[config.mk]
export PLATFORM = sky130hd
export DESIGN_NAME = axi4_lite_cfg_seq
export DESIGN_NICKNAME = d
export VERILOG_FILES = /design/src/rtl/axi4_lite_cfg_pkg.sv /design/src/rtl/axi4_lite_cfg_rom.sv /design/src/rtl/axi4_lite_cfg_seq.sv
export SDC_FILE = /design/constraint.sdc
export NUM_CORES = 1
export LEC_CHECK = 0
export ABC_AREA = 1
export CORE_MARGIN = 2
export CORE_UTILIZATION = 35
export DETAILED_ROUTE_END_ITERATION = 8
export GPL_ROUTABILITY_DRIVEN = 0
export MAX_ROUTING_LAYER = met4
export PLACE_DENSITY = 0.73
export SETUP_SLACK_MARGIN = 0.05
export SLEW_MARGIN = 20
export SYNTH_ARGS = -nofsm -noshare
export SYNTH_HDL_FRONTEND = slang
export SYNTH_SLANG_ARGS = --single-unit
[constraint.sdc]
create_clock -name clk -period 3.75 [get_ports clk]
set_input_delay 0.75 -clock clk [delete_from_list [all_inputs] [get_ports clk]]
set_output_delay 0.75 -clock clk [all_outputs]
set_load 0.03 [all_outputs]
[src/rtl/axi4_lite_cfg_pkg.sv]
// axi4_lite_cfg_pkg: shared states, response codes, entry layout and the fixed configuration table
package axi4_lite_cfg_pkg;
  typedef enum logic [3:0] {
    S_IDLE, S_FETCH, S_WR_REQ, S_WR_RESP, S_RD_REQ, S_RD_RESP, S_NEXT, S_DONE, S_ERROR
  } state_t;
  localparam logic [1:0] RESP_OKAY = 2'b00;
  localparam int ENTRY_ADDR_W = 8;
  localparam int ENTRY_DATA_W = 32;
  localparam int ENTRY_STRB_W = 4;
  localparam int TABLE_LEN = 8;
  typedef struct packed {
    logic [ENTRY_ADDR_W-1:0] addr;
    logic [ENTRY_DATA_W-1:0] data;
    logic [ENTRY_STRB_W-1:0] strb;
  } cfg_entry_t;
  localparam cfg_entry_t CFG_TABLE [TABLE_LEN] = '{
    '{addr: 8'h00, data: 32'h0000_0001, strb: 4'b1111},
    '{addr: 8'h04, data: 32'hA5A5_1234, strb: 4'b0011},
    '{addr: 8'h08, data: 32'hDEAD_BEEF, strb: 4'b1111},
    '{addr: 8'h0C, data: 32'h1234_5678, strb: 4'b1100},
    '{addr: 8'h10, data: 32'hCAFE_F00D, strb: 4'b1111},
    '{addr: 8'h14, data: 32'h0000_00FF, strb: 4'b0001},
    '{addr: 8'h18, data: 32'h8000_0000, strb: 4'b1000},
    '{addr: 8'h1C, data: 32'h5555_AAAA, strb: 4'b1111}
  };
  function automatic logic [31:0] strb_mask(input logic [3:0] strb);
    return {{8{strb[3]}}, {8{strb[2]}}, {8{strb[1]}}, {8{strb[0]}}};
  endfunction
endpackage

[src/rtl/axi4_lite_cfg_rom.sv]
// axi4_lite_cfg_rom: combinational table lookup, entries past the table read as all zeros
module axi4_lite_cfg_rom
  import axi4_lite_cfg_pkg::*;
(
  input  logic [3:0]              idx,
  output logic [ENTRY_ADDR_W-1:0] addr,
  output logic [ENTRY_DATA_W-1:0] data,
  output logic [ENTRY_STRB_W-1:0] strb
);
  assign {addr, data, strb} = idx[3] ? '0 : CFG_TABLE[idx[2:0]];
endmodule

[src/rtl/axi4_lite_cfg_seq.sv]
// axi4_lite_cfg_seq: AXI4-Lite master replaying a fixed write table; define AXI4_LITE_CFG_SEQ_VERIFY_EN for read-back compare
module axi4_lite_cfg_seq
  import axi4_lite_cfg_pkg::*;
#(
  parameter int ADDR_BITS      = 8,
  parameter int NUM_ENTRIES    = 8,
  parameter int AUTO_START     = 1,
  parameter int TIMEOUT_CYCLES = 255
) (
  input  logic                 clk,
  input  logic                 rst,
  input  logic                 start,
  output logic                 busy,
  output logic                 done,
  output logic                 error,
  output logic [3:0]           err_index,
  output logic [ADDR_BITS-1:0] m_axi_awaddr,
  output logic                 m_axi_awvalid,
  input  logic                 m_axi_awready,
  output logic [31:0]          m_axi_wdata,
  output logic [3:0]           m_axi_wstrb,
  output logic                 m_axi_wvalid,
  input  logic                 m_axi_wready,
  input  logic [1:0]           m_axi_bresp,
  input  logic                 m_axi_bvalid,
  output logic                 m_axi_bready,
  output logic [ADDR_BITS-1:0] m_axi_araddr,
  output logic                 m_axi_arvalid,
  input  logic                 m_axi_arready,
  input  logic [31:0]          m_axi_rdata,
  input  logic [1:0]           m_axi_rresp,
  input  logic                 m_axi_rvalid,
  output logic                 m_axi_rready
);
  state_t state;
  logic [3:0] idx;
  logic [7:0] wait_cnt;
  logic aw_done, w_done, auto_pend, to_hit, aw_fire, w_fire;
  logic [ENTRY_ADDR_W-1:0] rom_addr;
  logic [ENTRY_DATA_W-1:0] rom_data;
  logic [ENTRY_STRB_W-1:0] rom_strb;
  axi4_lite_cfg_rom u_rom (.idx(idx), .addr(rom_addr), .data(rom_data), .strb(rom_strb));
  assign to_hit  = wait_cnt == 8'(TIMEOUT_CYCLES - 1);
  assign aw_fire = m_axi_awvalid & m_axi_awready;
  assign w_fire  = m_axi_wvalid & m_axi_wready;
`ifdef AXI4_LITE_CFG_SEQ_VERIFY_EN
  logic rd_bad;
  assign rd_bad = m_axi_rresp != RESP_OKAY ||
                  ((m_axi_rdata ^ m_axi_wdata) & strb_mask(m_axi_wstrb)) != '0;
`else
  logic unused_rd;
  assign m_axi_araddr  = '0;
  assign m_axi_arvalid = 1'b0;
  assign m_axi_rready  = 1'b0;
  assign unused_rd     = ^{m_axi_arready, m_axi_rdata, m_axi_rresp, m_axi_rvalid};
`endif
  always_ff @(posedge clk) begin
    if (rst) begin
      state         <= S_IDLE;
      idx           <= '0;
      wait_cnt      <= '0;
      aw_done       <= 1'b0;
      w_done        <= 1'b0;
      auto_pend     <= AUTO_START != 0;
      busy          <= 1'b0;
      done          <= 1'b0;
      error         <= 1'b0;
      err_index     <= '0;
      m_axi_awaddr  <= '0;
      m_axi_awvalid <= 1'b0;
      m_axi_wdata   <= '0;
      m_axi_wstrb   <= '0;
      m_axi_wvalid  <= 1'b0;
      m_axi_bready  <= 1'b0;
`ifdef AXI4_LITE_CFG_SEQ_VERIFY_EN
      m_axi_araddr  <= '0;
      m_axi_arvalid <= 1'b0;
      m_axi_rready  <= 1'b0;
`endif
    end else begin
      wait_cnt <= '0;
      case (state)
        S_IDLE, S_DONE, S_ERROR: begin
          if (start || auto_pend) begin
            state     <= S_FETCH;
            idx       <= '0;
            busy      <= 1'b1;
            done      <= 1'b0;
            error     <= 1'b0;
            err_index <= '0;
            auto_pend <= 1'b0;
          end
        end
        S_FETCH: begin
          m_axi_awaddr  <= ADDR_BITS'(rom_addr);
          m_axi_wdata   <= rom_data;
          m_axi_wstrb   <= rom_strb;
          m_axi_awvalid <= 1'b1;
          m_axi_wvalid  <= 1'b1;
          aw_done       <= 1'b0;
          w_done        <= 1'b0;
          state         <= S_WR_REQ;
        end
        S_WR_REQ: begin
          m_axi_awvalid <= m_axi_awvalid & ~m_axi_awready & ~to_hit;
          m_axi_wvalid  <= m_axi_wvalid & ~m_axi_wready & ~to_hit;
          aw_done       <= aw_done | aw_fire;
          w_done        <= w_done | w_fire;
          if ((aw_done | aw_fire) && (w_done | w_fire)) begin
            state        <= S_WR_RESP;
            m_axi_bready <= 1'b1;
          end else if (to_hit) begin
            state     <= S_ERROR;
            error     <= 1'b1;
            err_index <= idx;
            busy      <= 1'b0;
          end else begin
            wait_cnt <= wait_cnt + 8'd1;
          end
        end
        S_WR_RESP: begin
          if (m_axi_bvalid) begin
            m_axi_bready <= 1'b0;
            if (m_axi_bresp != RESP_OKAY) begin
              state     <= S_ERROR;
              error     <= 1'b1;
              err_index <= idx;
              busy      <= 1'b0;
            end else begin
`ifdef AXI4_LITE_CFG_SEQ_VERIFY_EN
              state         <= S_RD_REQ;
              m_axi_araddr  <= m_axi_awaddr;
              m_axi_arvalid <= 1'b1;
`else
              state <= S_NEXT;
`endif
            end
          end else if (to_hit) begin
            m_axi_bready <= 1'b0;
            state        <= S_ERROR;
            error        <= 1'b1;
            err_index    <= idx;
            busy         <= 1'b0;
          end else begin
            wait_cnt <= wait_cnt + 8'd1;
          end
        end
`ifdef AXI4_LITE_CFG_SEQ_VERIFY_EN
        S_RD_REQ: begin
          if (m_axi_arready) begin
            m_axi_arvalid <= 1'b0;
            m_axi_rready  <= 1'b1;
            state         <= S_RD_RESP;
          end else if (to_hit) begin
            m_axi_arvalid <= 1'b0;
            state         <= S_ERROR;
            error         <= 1'b1;
            err_index     <= idx;
            busy          <= 1'b0;
          end else begin
            wait_cnt <= wait_cnt + 8'd1;
          end
        end
        S_RD_RESP: begin
          if (m_axi_rvalid) begin
            m_axi_rready <= 1'b0;
            if (rd_bad) begin
              state     <= S_ERROR;
              error     <= 1'b1;
              err_index <= idx;
              busy      <= 1'b0;
            end else begin
              state <= S_NEXT;
            end
          end else if (to_hit) begin
            m_axi_rready <= 1'b0;
            state        <= S_ERROR;
            error        <= 1'b1;
            err_index    <= idx;
            busy         <= 1'b0;
          end else begin
            wait_cnt <= wait_cnt + 8'd1;
          end
        end
`endif
        S_NEXT: begin
          if (idx == 4'(NUM_ENTRIES - 1)) begin
            state <= S_DONE;
            done  <= 1'b1;
            busy  <= 1'b0;
          end else begin
            idx   <= idx + 4'd1;
            state <= S_FETCH;
          end
        end
        default: state <= S_IDLE;
      endcase
    end
  end
endmodule

==> results.md <==
- Crit path cell chain: clkdlybuf4s50_1
- Cts hold-fix bufs: 0
- Antenna violations before repair: 0
- Syn Area/Cell: 7.50 um2
- Detail Route Antenna Nets: 0
- Slew at the pin closest to its max-slew limit: 0.548 ns
- Final Hold Vio Count: 0
- CP max stage cell: clkdlybuf4s50_1
- Min-Delay Endpoint: auto_pend$_SDFFE_PP1P_
- Tot Pwr: 1.93 mW
- Post-synth EDFFs: 0
- Grt ovf: 0
- Maxcap violations: 0
- Slew headroom: 63.4%
- Most frequent cells in the layout: nand2_1, dfxtp_1, clkdlybuf4s50_1
- Port Buffers: 55
- Design Area, Final: 3770 um2
- Clock transition at path regs: 0.06 ns
- Setup TNS: 0 ns
- Layout Nets: 502
- Post-DP Area: 3530 um2
- Root buf cell: clkbuf_8
- Utilization after layout: 45.6%
- Sinks on Clock Net: 61
- Starting DRT DRC Count: 123
- Crit Reg-Reg Endpoint: m_axi_wdata[31]$_SDFFE_PP0P_
- Syn. warnings: 0
- Hold_sp: auto_pend$_SDFFE_PP1P_
- HP Class: flip-flop to flip-flop
- CP endpoint kind: primary output
- Hold path depth: 2
- Setup-failing EPs final: 0
- DP Wirelength: 5040 um
- Crit-path leading delay family: buffers and inverters
- Synth cell types: 35
- Post-Syn Area: 3010 um2
- Skew-Pair Late Insertion Delay: 0.34 ns
- Wire per inst: 12.5 um
- Critical Path Max Stage Delay: 0.69 ns
- Residual DRC: 0
- Total CTS buffers: 9
- Area growth, synth to finish: 25.2%
- Startpoint types: flip-flop
- Chip height: 96.7 um
- Kind of critical path: flip-flop to primary output
- Placed Cells: 542
- GRT Util Overall: 15.8%
- Commonest non-fill, non-tap cell in the layout: nand2_1
- RSZ-0062 raised after global routing: no
- Post-synthesis cell count: 401
- Pre-CTS setup slack: 1.37 ns
- Largest net degree at the start of global routing: 36
- Share of cells above drive strength 1: 9.93%
- Max Root-Sink Buffers: 2
- Synth Register Bits: 61
- Global-route wire length before repair: 11900 um
- Final worst slack: 1.58 ns
- Final Non-Filler Cells: 558
- Core area: 8260 um2
- Ys flop type: dfxtp_1
- Min Tclk post-route: 2.17 ns
- FMAX: 0.460 GHz
- Fraction of registers with async set/reset: 0%
- Max Slew Vio Count: 0
- Vias: 2729
- Leakage Power: 1.44 nW
- Status: completed
- Sequential cell area fraction in the yosys report: 40.6%
- Die ar.: 9350 um2
- Reg-to-reg slack, setup: 1.83 ns
- Vias in the first global route: 2576
- H-tree depth: 3
- Power density over the cells: 513 nW/um2
- Buf/Inv on CP: 1
- CP arrival: 1.42 ns
- FILL cells: 822
- Cell depth of the worst flop-to-flop path: 6
- Req. time, crit path: 3.00 ns
- Ant. Diodes: 0
- Critical R2R Launch: idx[1]$_SDFFE_PP0P_
- Row Count: 33
- Initial Utilization: 36.4%
- Setup Fix Bufs, Post-CTS: 0
- Post-cts resize count: 0
- Critical path peak fanout: 4
- Die X: 96.7 um
- Final Cycle Share: 58.0%
- Clk_skew: 0.00947 ns
- CTS tree: done
- DRT Pass-1 Iters: 4
- Worst hold slack: 0.448 ns
- Worst vdd ir: 0.000213 V
- Vias per std cell: 4.89
- I/O pin cnt: 108
- Post-Route WL: 6980 um
[cell usage after synthesis (2+ instances only)]
cell | count | area (um2)
inv_1 | 25 | 93.8
nor2_2 | 4 | 25.0
or2_2 | 3 | 18.8
a31oi_1 | 2 | 12.5
nand2_4 | 2 | 22.5
a211oi_2 | 2 | 25.0
nor2_1 | 37 | 139
nand2_2 | 7 | 43.8
nand4_1 | 6 | 37.5
nand2_1 | 83 | 312
nor2_4 | 3 | 33.8
dfxtp_1 | 61 | 1220
a22oi_1 | 3 | 22.5
a21oi_1 | 46 | 230
xor2_1 | 3 | 26.3
buf_2 | 4 | 20.0
inv_2 | 4 | 15.0
o21ai_0 | 16 | 80.1
nand3_2 | 2 | 20.0
ha_1 | 10 | 125
clkbuf_1 | 7 | 26.3
buf_4 | 24 | 180
nand3_1 | 32 | 160
xnor2_1 | 3 | 26.3
nand3b_1 | 2 | 15.0
[sequential cells by signal, indices dropped and copies added (netlist names), 3 cells and up]
signal,cells
err_index,4
state,4
m_axi_awaddr,3
wait_cnt,8
m_axi_wdata,25
idx,4
m_axi_wstrb,4
[routing by layer]
layer / vias to the layer above / routed length (um) / part of all wire [%] / global-route usage (%)
met3: 13 / 451 / 6.5 / 4.55
met1: 1241 / 3240 / 46 / 19.6
met2: 95 / 3150 / 45 / 23.8
li1: 1380 / - / - / -
met5: - / 0 / 0 / -
met4: 0 / 134 / 1.9 / 7.26
[final cells by class]
| cell class | count | area, um2 | area share (%) |
|---|---|---|---|
| Multi-Input combinational cell | 289 | 1500 | 39.8 |
| Clock inverter | 4 | 95.1 | 2.52 |
| Timing Repair Buffer | 56 | 558 | 14.8 |
| Tap cell | 105 | 131 | 3.49 |
| Inverter | 31 | 118 | 3.12 |
| Clock buffer | 12 | 145 | 3.85 |
| Sequential cell | 61 | 1220 | 32.4 |
[cells by family (layout without fill, tap and decap cells)]
| logic type | count (synthesis) | in the layout | synth area share [%] |
|---|---|---|---|
| DFF | 61 | 61 | 40.6 |
| AOI/OAI and AO/OA | 73 | 73 | 13.3 |
| xor gates and xnor gates | 6 | 6 | 1.75 |
| buffers and inverters | 66 | 103 | 11.4 |
| adders and majority gates | 10 | 10 | 4.16 |
| and+or+nand+nor | 184 | 184 | 28.7 |
| other | 1 | 16 | 0.125 |
[where the power goes]
part	leakage (nW)	switching [mW]	internal, mW	total (mW)
sequential	0.495	0.0409	0.701	0.742
combinational	0.829	0.322	0.161	0.483
clock	0.121	0.248	0.459	0.707
total	1.44	0.610	1.32	1.93
[worst max path at each step]
stage	start	to	slack (ns)	cells after the start
after detailed placement	rst	error$_SDFFE_PP0P_	1.37	4
after CTS	busy$_SDFFE_PP0P_	busy	1.57	1
final	busy$_SDFFE_PP0P_	busy	1.58	1
after global routing	m_axi_wdata[30]$_SDFFE_PP0P_	m_axi_wdata[15]	1.53	1
after floorplan	idx[0]$_SDFFE_PP0P_	m_axi_wdata[31]$_SDFFE_PP0P_	2.20	6
after global placement	rst	done$_SDFFE_PP0P_	1.36	4
(Power assumes the default switching activity.)
